--- config.mk ---
export PLATFORM = sky130hd
export DESIGN_NAME = pio_host_ctrl
export DESIGN_NICKNAME = d
export VERILOG_FILES = /design/src/rtl/pio_host_ctrl.sv
export SDC_FILE = /design/constraint.sdc
export NUM_CORES = 1
export LEC_CHECK = 0
export BUFFER_PORTS_ARGS = -buffer_cell sky130_fd_sc_hd__buf_2
export CAP_MARGIN = 20
export CORE_MARGIN = 2
export CORE_UTILIZATION = 44
export CTS_BUF_LIST = sky130_fd_sc_hd__clkbuf_16
export CTS_CLUSTER_SIZE = 16
export DETAILED_ROUTE_END_ITERATION = 8
export PLACE_DENSITY = 0.86
export REMOVE_ABC_BUFFERS = 1
export SYNTH_ARGS = -nofsm -noshare
export SYNTH_HDL_FRONTEND = slang
export SYNTH_SLANG_ARGS = --single-unit
--- constraint.sdc ---
create_clock -name clk -period 3.45 [get_ports clk]
set_clock_uncertainty 0.15 [all_clocks]
set_input_delay 0.1725 -clock clk [delete_from_list [all_inputs] [get_ports clk]]
set_output_delay 0.1725 -clock clk [all_outputs]
set_load 0.02 [all_outputs]
--- src/rtl/pio_host_ctrl.sv ---
// Host sequencer for one PIO: loads program and config from ROMs,
// then round-robin arbitrates TX pushes from up to four requesters.
module pio_host_ctrl #(
  parameter int PROG_LEN = 32,
  parameter int CONF_LEN = 5,
  parameter int NREQ     = 4
) (
  input  logic                 clk,
  input  logic                 reset,
  input  logic                 restart,
  output logic [4:0]           prog_addr,
  input  logic [15:0]          prog_data,
  output logic [4:0]           conf_addr,
  input  logic [37:0]          conf_data,
  input  logic [NREQ-1:0]      req_valid,
  input  logic [32*NREQ-1:0]   req_data,
  output logic [NREQ-1:0]      req_ready,
  output logic [3:0]           pio_action,
  output logic [31:0]          pio_din,
  output logic [4:0]           pio_index,
  output logic [1:0]           pio_mindex,
  input  logic [3:0]           pio_tx_full,
  output logic                 loaded,
  output logic [7:0]           stall_cnt
);

  localparam logic [4:0] P_LAST = 5'(PROG_LEN - 1);
  localparam logic [4:0] C_LAST = 5'(CONF_LEN - 1);

  typedef enum logic [1:0] {
    LOAD_PROG,
    LOAD_CONF,
    DRAIN,
    RUN
  } state_t;

  state_t          r_state, w_state_nx;
  logic [4:0]      r_cnt, w_cnt_nx;
  logic            w_ld_vld, w_ld_conf;
  logic            r_d1_vld, r_d1_conf;
  logic [4:0]      r_d1_idx;
  logic            w_run;
  logic [1:0]      r_ptr, w_ptr_nx;
  logic [NREQ-1:0] r_prev, w_elig, w_gnt, w_full;
  logic            w_hit, w_stall_hit;
  logic [1:0]      w_gidx;
  logic [31:0]     w_gdata;
  logic [3:0]      r_act, w_act;
  logic [4:0]      r_idx, w_idx;
  logic [31:0]     r_din, w_din;
  logic [1:0]      r_mdx, w_mdx;
  logic [7:0]      r_stall;

  assign w_run  = (r_state == RUN);
  assign w_full = pio_tx_full[NREQ-1:0];

  always_ff @(posedge clk) begin
    if (reset) begin
      r_state   <= LOAD_PROG;
      r_cnt     <= '0;
      r_d1_vld  <= 1'b0;
      r_d1_conf <= 1'b0;
      r_d1_idx  <= '0;
    end else begin
      r_state   <= w_state_nx;
      r_cnt     <= w_cnt_nx;
      r_d1_vld  <= w_ld_vld;
      r_d1_conf <= w_ld_conf;
      r_d1_idx  <= r_cnt;
    end
  end

  always_comb begin
    w_state_nx = r_state;
    w_cnt_nx   = r_cnt;
    w_ld_vld   = 1'b0;
    w_ld_conf  = 1'b0;
    unique case (r_state)
      LOAD_PROG: begin
        w_ld_vld = 1'b1;
        if (r_cnt == P_LAST) begin
          w_state_nx = LOAD_CONF;
          w_cnt_nx   = '0;
        end else begin
          w_cnt_nx = r_cnt + 5'd1;
        end
      end
      LOAD_CONF: begin
        w_ld_vld  = 1'b1;
        w_ld_conf = 1'b1;
        if (r_cnt == C_LAST) begin
          w_state_nx = DRAIN;
          w_cnt_nx   = '0;
        end else begin
          w_cnt_nx = r_cnt + 5'd1;
        end
      end
      DRAIN: begin
        if (r_cnt == 5'd1) begin
          w_state_nx = RUN;
          w_cnt_nx   = '0;
        end else begin
          w_cnt_nx = r_cnt + 5'd1;
        end
      end
      RUN: begin
        if (restart) begin
          w_state_nx = LOAD_PROG;
          w_cnt_nx   = '0;
        end
      end
    endcase
  end

  // Lockout on r_prev hides the one-cycle lag of tx_full.
  always_comb begin
    w_elig = '0;
    if (w_run && !restart)
      w_elig = req_valid & ~w_full & ~r_prev;
    w_gnt  = '0;
    w_hit  = 1'b0;
    w_gidx = '0;
    for (int o = 0; o < NREQ; o++) begin
      if (!w_hit && w_elig[(int'(r_ptr) + o) % NREQ]) begin
        w_hit  = 1'b1;
        w_gidx = 2'((int'(r_ptr) + o) % NREQ);
        w_gnt[(int'(r_ptr) + o) % NREQ] = 1'b1;
      end
    end
    w_gdata = req_data[32*int'(w_gidx) +: 32];
  end

  always_comb begin
    w_ptr_nx = r_ptr;
    if (w_run && restart)
      w_ptr_nx = '0;
    else if (w_hit)
      w_ptr_nx = 2'((int'(w_gidx) + 1) % NREQ);
  end

  always_comb begin
    w_act = '0;
    w_idx = '0;
    w_din = '0;
    w_mdx = '0;
    unique case (1'b1)
      r_d1_vld && !r_d1_conf: begin
        w_act = 4'd1;
        w_idx = r_d1_idx;
        w_din = {16'h0, prog_data};
      end
      r_d1_vld && r_d1_conf && (conf_data[35:32] != 4'd0): begin
        w_act = conf_data[35:32];
        w_din = conf_data[31:0];
        w_mdx = conf_data[37:36];
      end
      w_hit: begin
        w_act = 4'd4;
        w_din = w_gdata;
        w_mdx = w_gidx;
      end
      default: ;
    endcase
  end

  assign w_stall_hit = w_run && |(req_valid & w_full);

  always_ff @(posedge clk) begin
    if (reset) begin
      r_act   <= '0;
      r_idx   <= '0;
      r_din   <= '0;
      r_mdx   <= '0;
      r_ptr   <= '0;
      r_prev  <= '0;
      r_stall <= '0;
    end else begin
      r_act  <= w_act;
      r_idx  <= w_idx;
      r_din  <= w_din;
      r_mdx  <= w_mdx;
      r_ptr  <= w_ptr_nx;
      r_prev <= w_gnt;
      if (w_stall_hit && r_stall != 8'hFF)
        r_stall <= r_stall + 8'd1;
    end
  end

  assign prog_addr  = (r_state == LOAD_PROG) ? r_cnt : '0;
  assign conf_addr  = (r_state == LOAD_CONF) ? r_cnt : '0;
  assign req_ready  = w_gnt;
  assign loaded     = w_run;
  assign stall_cnt  = r_stall;
  assign pio_action = r_act;
  assign pio_index  = r_idx;
  assign pio_din    = r_din;
  assign pio_mindex = r_mdx;

endmodule
==> flow_metrics.env, run 1 <==
export IMPL_outcome="complete, no violations"
export IMPL_holdPathStages=3
export IMPL_worstSetupStartpoint="r_ptr[0]"
export IMPL_fin_crit_sh_pct=95.51
export IMPL_ctsRootBufferMaster="clkbuf_16"
export IMPL_netlist_top_cells_count="dfxtp_1 (71), mux2i_1 (67), nand2_1 (46)"
export IMPL_vias_per_cell=5.575
export IMPL_crit_type="reg -> reg"
export IMPL_max_freq_mhz=303.5
export IMPL_path_clk_slew_ns=0.06
export IMPL_initial_utilization_pct=45.32
export IMPL_path_max_fanout=28
export IMPL_hold_slack_ns=0.006893
export IMPL_clk_latency_ns=0.33
export IMPL_setup_tns_ns=0
export IMPL_yosysSeqAreaShare_pct=33.94
export IMPL_relSlewSlack_pct=30.72
export IMPL_synth_cells=431
export IMPL_drt_first_pass_iters=4
export IMPL_grt_pass1_wl_um=23080
export IMPL_yosysUniqueCellTypes=59
export IMPL_rr_worst_depth=10
export IMPL_r2r_start="r_ptr[0]"
export IMPL_end_kind="flip-flop"
export IMPL_io_buffers=258
export IMPL_worstPathArrival_ns=3.34
export IMPL_nNetsFinal=923
export IMPL_rr_endpoint="pio_din[7]"
export IMPL_drt_iter0_markers=174
export IMPL_peakVddDrop_mv=0.3560
export IMPL_cts_tree="done"
export IMPL_period_needed_ns=3.295
export IMPL_min_from="req_data[67]"
export IMPL_placedInstanceArea_um2=5607
export IMPL_grt_pass1_vias=4685
export IMPL_yosys_most_used_dff="dfxtp_1"
export IMPL_final_cell_area_um2=6251
export IMPL_rsz0062_at_grt="false"
export IMPL_ys_warn_count=0
export IMPL_num_rows=35
export IMPL_r2r_slack_ns=0.15
export IMPL_p_leak_nw=2.924
export IMPL_grt_usage_pct=28.81
export IMPL_diodes=0
export IMPL_ant_nets=0
export IMPL_critPathLaunchType="flip-flop"
export IMPL_cts_buffers=9
export IMPL_maxCapViolCount=0
export IMPL_total_power_mw=3.103
export IMPL_maxSlewViolCount=0
export IMPL_p_seq_share_pct=32.3
export IMPL_synth_edff_count=0
export IMPL_post_route_util_pct=67.65
export IMPL_dp_slack_ns=0.3994
export IMPL_drt_total_wl_um=15730
export IMPL_htreeDepth=3
export IMPL_io_pins=259
export IMPL_seq_area_um2=1421
export IMPL_synth_top_area_share_pct=33.94
export IMPL_synth_area_leaders="dfxtp_1 (34%), mux2i_1 (16%), o221ai_1 (6.3%), nand2_1 (4.1%), ha_1 (3.9%)"
export IMPL_vias=4744
export IMPL_pwr_share_clk_pct=31.3
export IMPL_synth_area_um2=4188
export IMPL_required_ns=3.50
export IMPL_die_h_um=101.6
export IMPL_synth_most_common_cell="dfxtp_1"
export IMPL_overflow=0
export IMPL_syn_to_final_growth_pct=49.27
export IMPL_wl_per_cell_um=18.48
export IMPL_clk_path_buf_depth=2
export IMPL_internal_power_mw=1.998
export IMPL_finalWorstSetupSlack_ns=0.1549
export IMPL_grt_max_degree=40
export IMPL_dp_cells=803
export IMPL_yosys_area_top_type="dfxtp_1"
export IMPL_slowest_delay_ns=0.58
export IMPL_worstHoldPathType="in -> reg"
export IMPL_antenna_found_initial=0
export IMPL_drive_above_1_share_pct=43.77
export IMPL_place_congestion=0.8606
export IMPL_multiInputGateArea_um2=2587
export IMPL_ys_seq_elements=71
export IMPL_cts_sinks=71
export IMPL_p_sw_mw=1.105
export IMPL_worstMarginPinSlew_ns=1.038
export IMPL_dpl_hpwl_um=11490
export IMPL_syn_area_per_cell_um2=9.716
export IMPL_pwr_share_comb_pct=36.4
export IMPL_power_density_nw_per_um2=496.4
export IMPL_drc=0
export IMPL_fillers=713
export IMPL_p_sw_share_pct=35.60
export IMPL_fin_cells=851
export IMPL_crit_slowest_cell="dlygate4sd3_1"
export IMPL_crit_chain="inv_2 > ha_1 > nor3b_2 > a221oi_1 > or2_1 > o31ai_4 > buf_12 > mux2i_1 > dlygate4sd3_1 > o221ai_1"
export IMPL_hold_violations=0
export IMPL_async_reset_ff_share_pct=0
export IMPL_die_x_um=101.6
export IMPL_setup_violations=0
export IMPL_die_area_um2=10310
export IMPL_core_area_um2=9240
export IMPL_hold_end="pio_din[3]"
[registers in the layout (all words and copies together) (netlist names)]
signal / count
pio_din: 32
stall_cnt: 8
pio_index: 5
r_cnt: 5
r_d1_idx: 5
pio_action: 4
r_prev: 4
pio_mindex: 2
r_ptr: 2
r_state: 2
r_d1_conf: 1
r_d1_vld: 1
[per-layer routing]
layer  track usage, %  vias to the layer above  part of all wire [%]
li1                 -                     2194                     -
met2            49.39                      261                    49
met4            15.49                        0                   4.4
met3            6.280                       66                   7.7
met1            33.40                     2223                    39
met5                0                        -                     0
[area by class of cell]
type	instances	share of cell area, %
flip-flops and latches	71	22.74
inverters	11	0.6605
clock buffers	9	3.603
repair buffers	302	27.66
clock inverters	7	1.361
well taps	129	2.582
multi-input cells	322	41.39
[power by group through the flow]
stage / Clock [mW] / Sequential (mW) / Combinational, mW
2_1_floorplan: 0 / 1.12 / 0.567
3_3_place_gp: 0 / 1.01 / 1.04
3_5_place_dp: 0 / 1.02 / 1.07
4_1_cts: 0.994 / 1.00 / 1.10
5_1_grt: 1.02 / 1.01 / 1.21
6_report: 0.972 / 1.00 / 1.13
[repair_timing]
item,4_1_cts,5_1_grt
hold endpoints to repair,22,0
resized for setup,0,2
hold buffers,26,0
setup buffers,0,5
setup endpoints to repair,0,3
[worst max-delay path by stage]
stage	to	slack, ns	cells past startpoint
global placement	pio_din[13]	0.51	9
CTS	pio_din[20]	0.02	10
detailed placement	pio_din[13]	0.40	9
finish	pio_din[7]	0.15	10
global route	pio_din[20]	0.03	10
floorplan	pio_din[25]	-1.63	8
[placed cells by master (no fill, tap or decap), drive strengths merged, types with 13 or more instances in the layout]
cell type    synthesis  layout
a22o                18      18
and2                17      17
buf                 14     275
dfxtp               71      71
dlygate4sd3          0      26
ha                  13      13
inv                 11      15
mux2i               67      67
nand2               46      46
nor2                19      19
o221ai              36      36
[critical path: cells and delay by family, from the launching register on]
family | cells | cell delay [ns]
AOI/OAI and AO/OA | 3 | 0.59
adders and majority gates | 1 | 0.34
buffers and inverters | 3 | 0.93
DFF | 1 | 0.35
muxes | 1 | 0.22
and+or+nand+nor | 2 | 0.59
[cells by family after synthesis]
kind of cell / synth area share [%]
compound gates: 21.06
fa+ha+maj: 3.884
mux: 16.01
buf+inv: 5.199
simple gates: 18.43
flops: 33.94
xor+xnor: 1.464
Power figures use the tool's default switching activity.
==> run 2: changes to the inputs <==
Settings changed: CORE_AREA set to 2 2 101 103, CORE_MARGIN 2 to unset, CORE_UTILIZATION 44 to unset, DIE_AREA set to 0 0 103 105, PLACE_DENSITY 0.86 to 0.85.
Clock period 3.45 ns to 4.2 ns, I/O delays scaled along.
==> flow_metrics.env, run 2 (synthesized netlist as in run 1, its figures left out) <==
export IMPL_cts_sinks=71
export IMPL_relSlewSlack_pct=25.64
export IMPL_cts_resized=0
export IMPL_slowest_delay_ns=0.93
export IMPL_top_usage_layer="met2"
export IMPL_drt_total_wl_um=15440
export IMPL_antenna_found_initial=1
export IMPL_outcome="complete, no violations"
export IMPL_cts_buffers=9
export IMPL_critPathLaunchType="flip-flop"
export IMPL_multiInputGateArea_um2=2576
export IMPL_drt_first_pass_iters=4
export IMPL_fin_crit_sh_pct=87.10
export IMPL_cp_num_buf_inv=2
export IMPL_ant_nets=0
export IMPL_grt_usage_pct=27.78
export IMPL_grt_pass1_wl_um=23270
export IMPL_required_ns=4.21
export IMPL_worstPathArrival_ns=3.66
export IMPL_place_congestion=0.9352
export IMPL_globalRouteMet1Util_pct=32.67
export IMPL_crit_type="reg -> reg"
export IMPL_r2r_start="r_ptr[1]"
export IMPL_final_cell_area_um2=6113
export IMPL_die_h_um=105
export IMPL_vias=4525
export IMPL_p_leak_nw=2.846
export IMPL_cts_tree="done"
export IMPL_drt_iter0_markers=164
export IMPL_hold_violations=0
export IMPL_setup_violations=0
export IMPL_ctsRootBufferMaster="clkbuf_16"
export IMPL_maxSlewViolCount=0
export IMPL_io_buffers=258
export IMPL_period_needed_ns=3.658
export IMPL_grtUsageMet3_pct=7.893
export IMPL_max_freq_mhz=273.4
export IMPL_grt_max_degree=63
export IMPL_syn_to_final_growth_pct=45.98
export IMPL_grt_pass1_vias=4564
export IMPL_die_area_um2=10820
export IMPL_crit_slowest_cell="o311ai_4"
export IMPL_drc=0
export IMPL_core_area_um2=9639
export IMPL_nNetsFinal=907
export IMPL_path_delay_family="compound AO/OA/AOI/OAI gates"
export IMPL_cts_setup_buffers=0
export IMPL_power_density_nw_per_um2=416.5
export IMPL_worstSetupStartpoint="r_ptr[1]"
export IMPL_layout_common_cells="buf_2 (258), dfxtp_1 (71), mux2i_1 (67)"
export IMPL_vias_per_cell=5.387
export IMPL_met2_usage_pct=46.43
export IMPL_largest_reg_flops=32
export IMPL_num_rows=36
export IMPL_end_kind="flip-flop"
export IMPL_path_clk_slew_ns=0.06
export IMPL_path_max_fanout=21
export IMPL_clk_path_buf_depth=2
export IMPL_die_x_um=103
export IMPL_dpl_hpwl_um=11490
export IMPL_seq_area_um2=1421
export IMPL_worstHoldPathType="in -> reg"
export IMPL_worstMarginPinSlew_ns=1.109
export IMPL_initial_utilization_pct=43.44
export IMPL_placedInstanceArea_um2=5562
export IMPL_rsz0062_at_grt="false"
export IMPL_drive_above_1_share_pct=43.06
export IMPL_post_route_util_pct=63.42
export IMPL_total_power_mw=2.547
export IMPL_mostFrequentLayoutCell="buf_2"
export IMPL_fillers=835
export IMPL_wl_per_cell_um=18.38
export IMPL_peakVddDrop_mv=0.1842
export IMPL_min_from="conf_data[35]"
export IMPL_overflow=0
export IMPL_crit_chain="inv_1 > ha_1 > nor3b_1 > o21ai_1 > nand2_1 > nor3_2 > o311ai_4 > buf_4 > o221ai_1"
export IMPL_clk_latency_ns=0.32
export IMPL_io_pins=259
export IMPL_htreeDepth=3
export IMPL_maxCapViolCount=0
==> run 2: timing repair <==
action	in CTS	in global routing
endpoints found under the setup margin	0	0
hold endpoints to repair	20	0
hold buffers	20	0
==> run 2: through the flow <==
stage / hold slack (ns) / TNS [ns] / instances / worst slack (ns)
floorplan: 0.1267 / -28.98 / 404 / -0.8821
global route: 0.04262 / 0 / 840 / 0.2985
global placement: 0.2651 / 0 / 802 / 0.7289
finish: 0.03307 / 0 / 840 / 0.5417
CTS: 0.02218 / 0 / 838 / 0.6352
detailed placement: 0.2676 / 0 / 802 / 0.6524
==> run 2: power breakdown <==
group	switching, mW	internal, mW	total, mW	leakage, nW
Sequential	0.0647	0.771	0.836	0.576
Combinational	0.510	0.377	0.886	2.12
Clock	0.303	0.521	0.824	0.153
==> run 2: path summary, 6_finish.rpt <==
check	to	slack [ns]	depth (start not counted)
setup reg to reg	pio_din[11]	0.54	9
setup / recovery	pio_din[11]	0.54	9
hold / removal	pio_action[3]	0.03	2
hold reg to reg	pio_index[4]	0.31	1
==> run 2: final cells by class <==
cell class / instances / area share, %
antenna: 1 / 0.04093
clock buffer: 9 / 3.684
clock inverter: 7 / 1.576
inverter: 11 / 0.6754
multi-input combinational: 322 / 42.14
sequential: 71 / 23.25
tap: 133 / 2.722
timing repair buffer: 286 / 25.91
==> run 2: worst register-to-register path, cell delays in order, from the launching register on <==
cell	delay, ns
dfxtp_1	0.58
inv_1	0.12
ha_1	0.33
nor3b_1	0.36
o21ai_1	0.21
nand2_1	0.18
nor3_2	0.11
o311ai_4	0.94
buf_4	0.36
o221ai_1	0.15
==> run 2: layer usage <==
| metal | wire [um] | part of all wire (%) |
|---|---|---|
| met2 | 7749 | 50 |
| met5 | 0 | 0 |
| met1 | 6171 | 40 |
| met3 | 1048 | 6.8 |
| met4 | 467 | 3.0 |
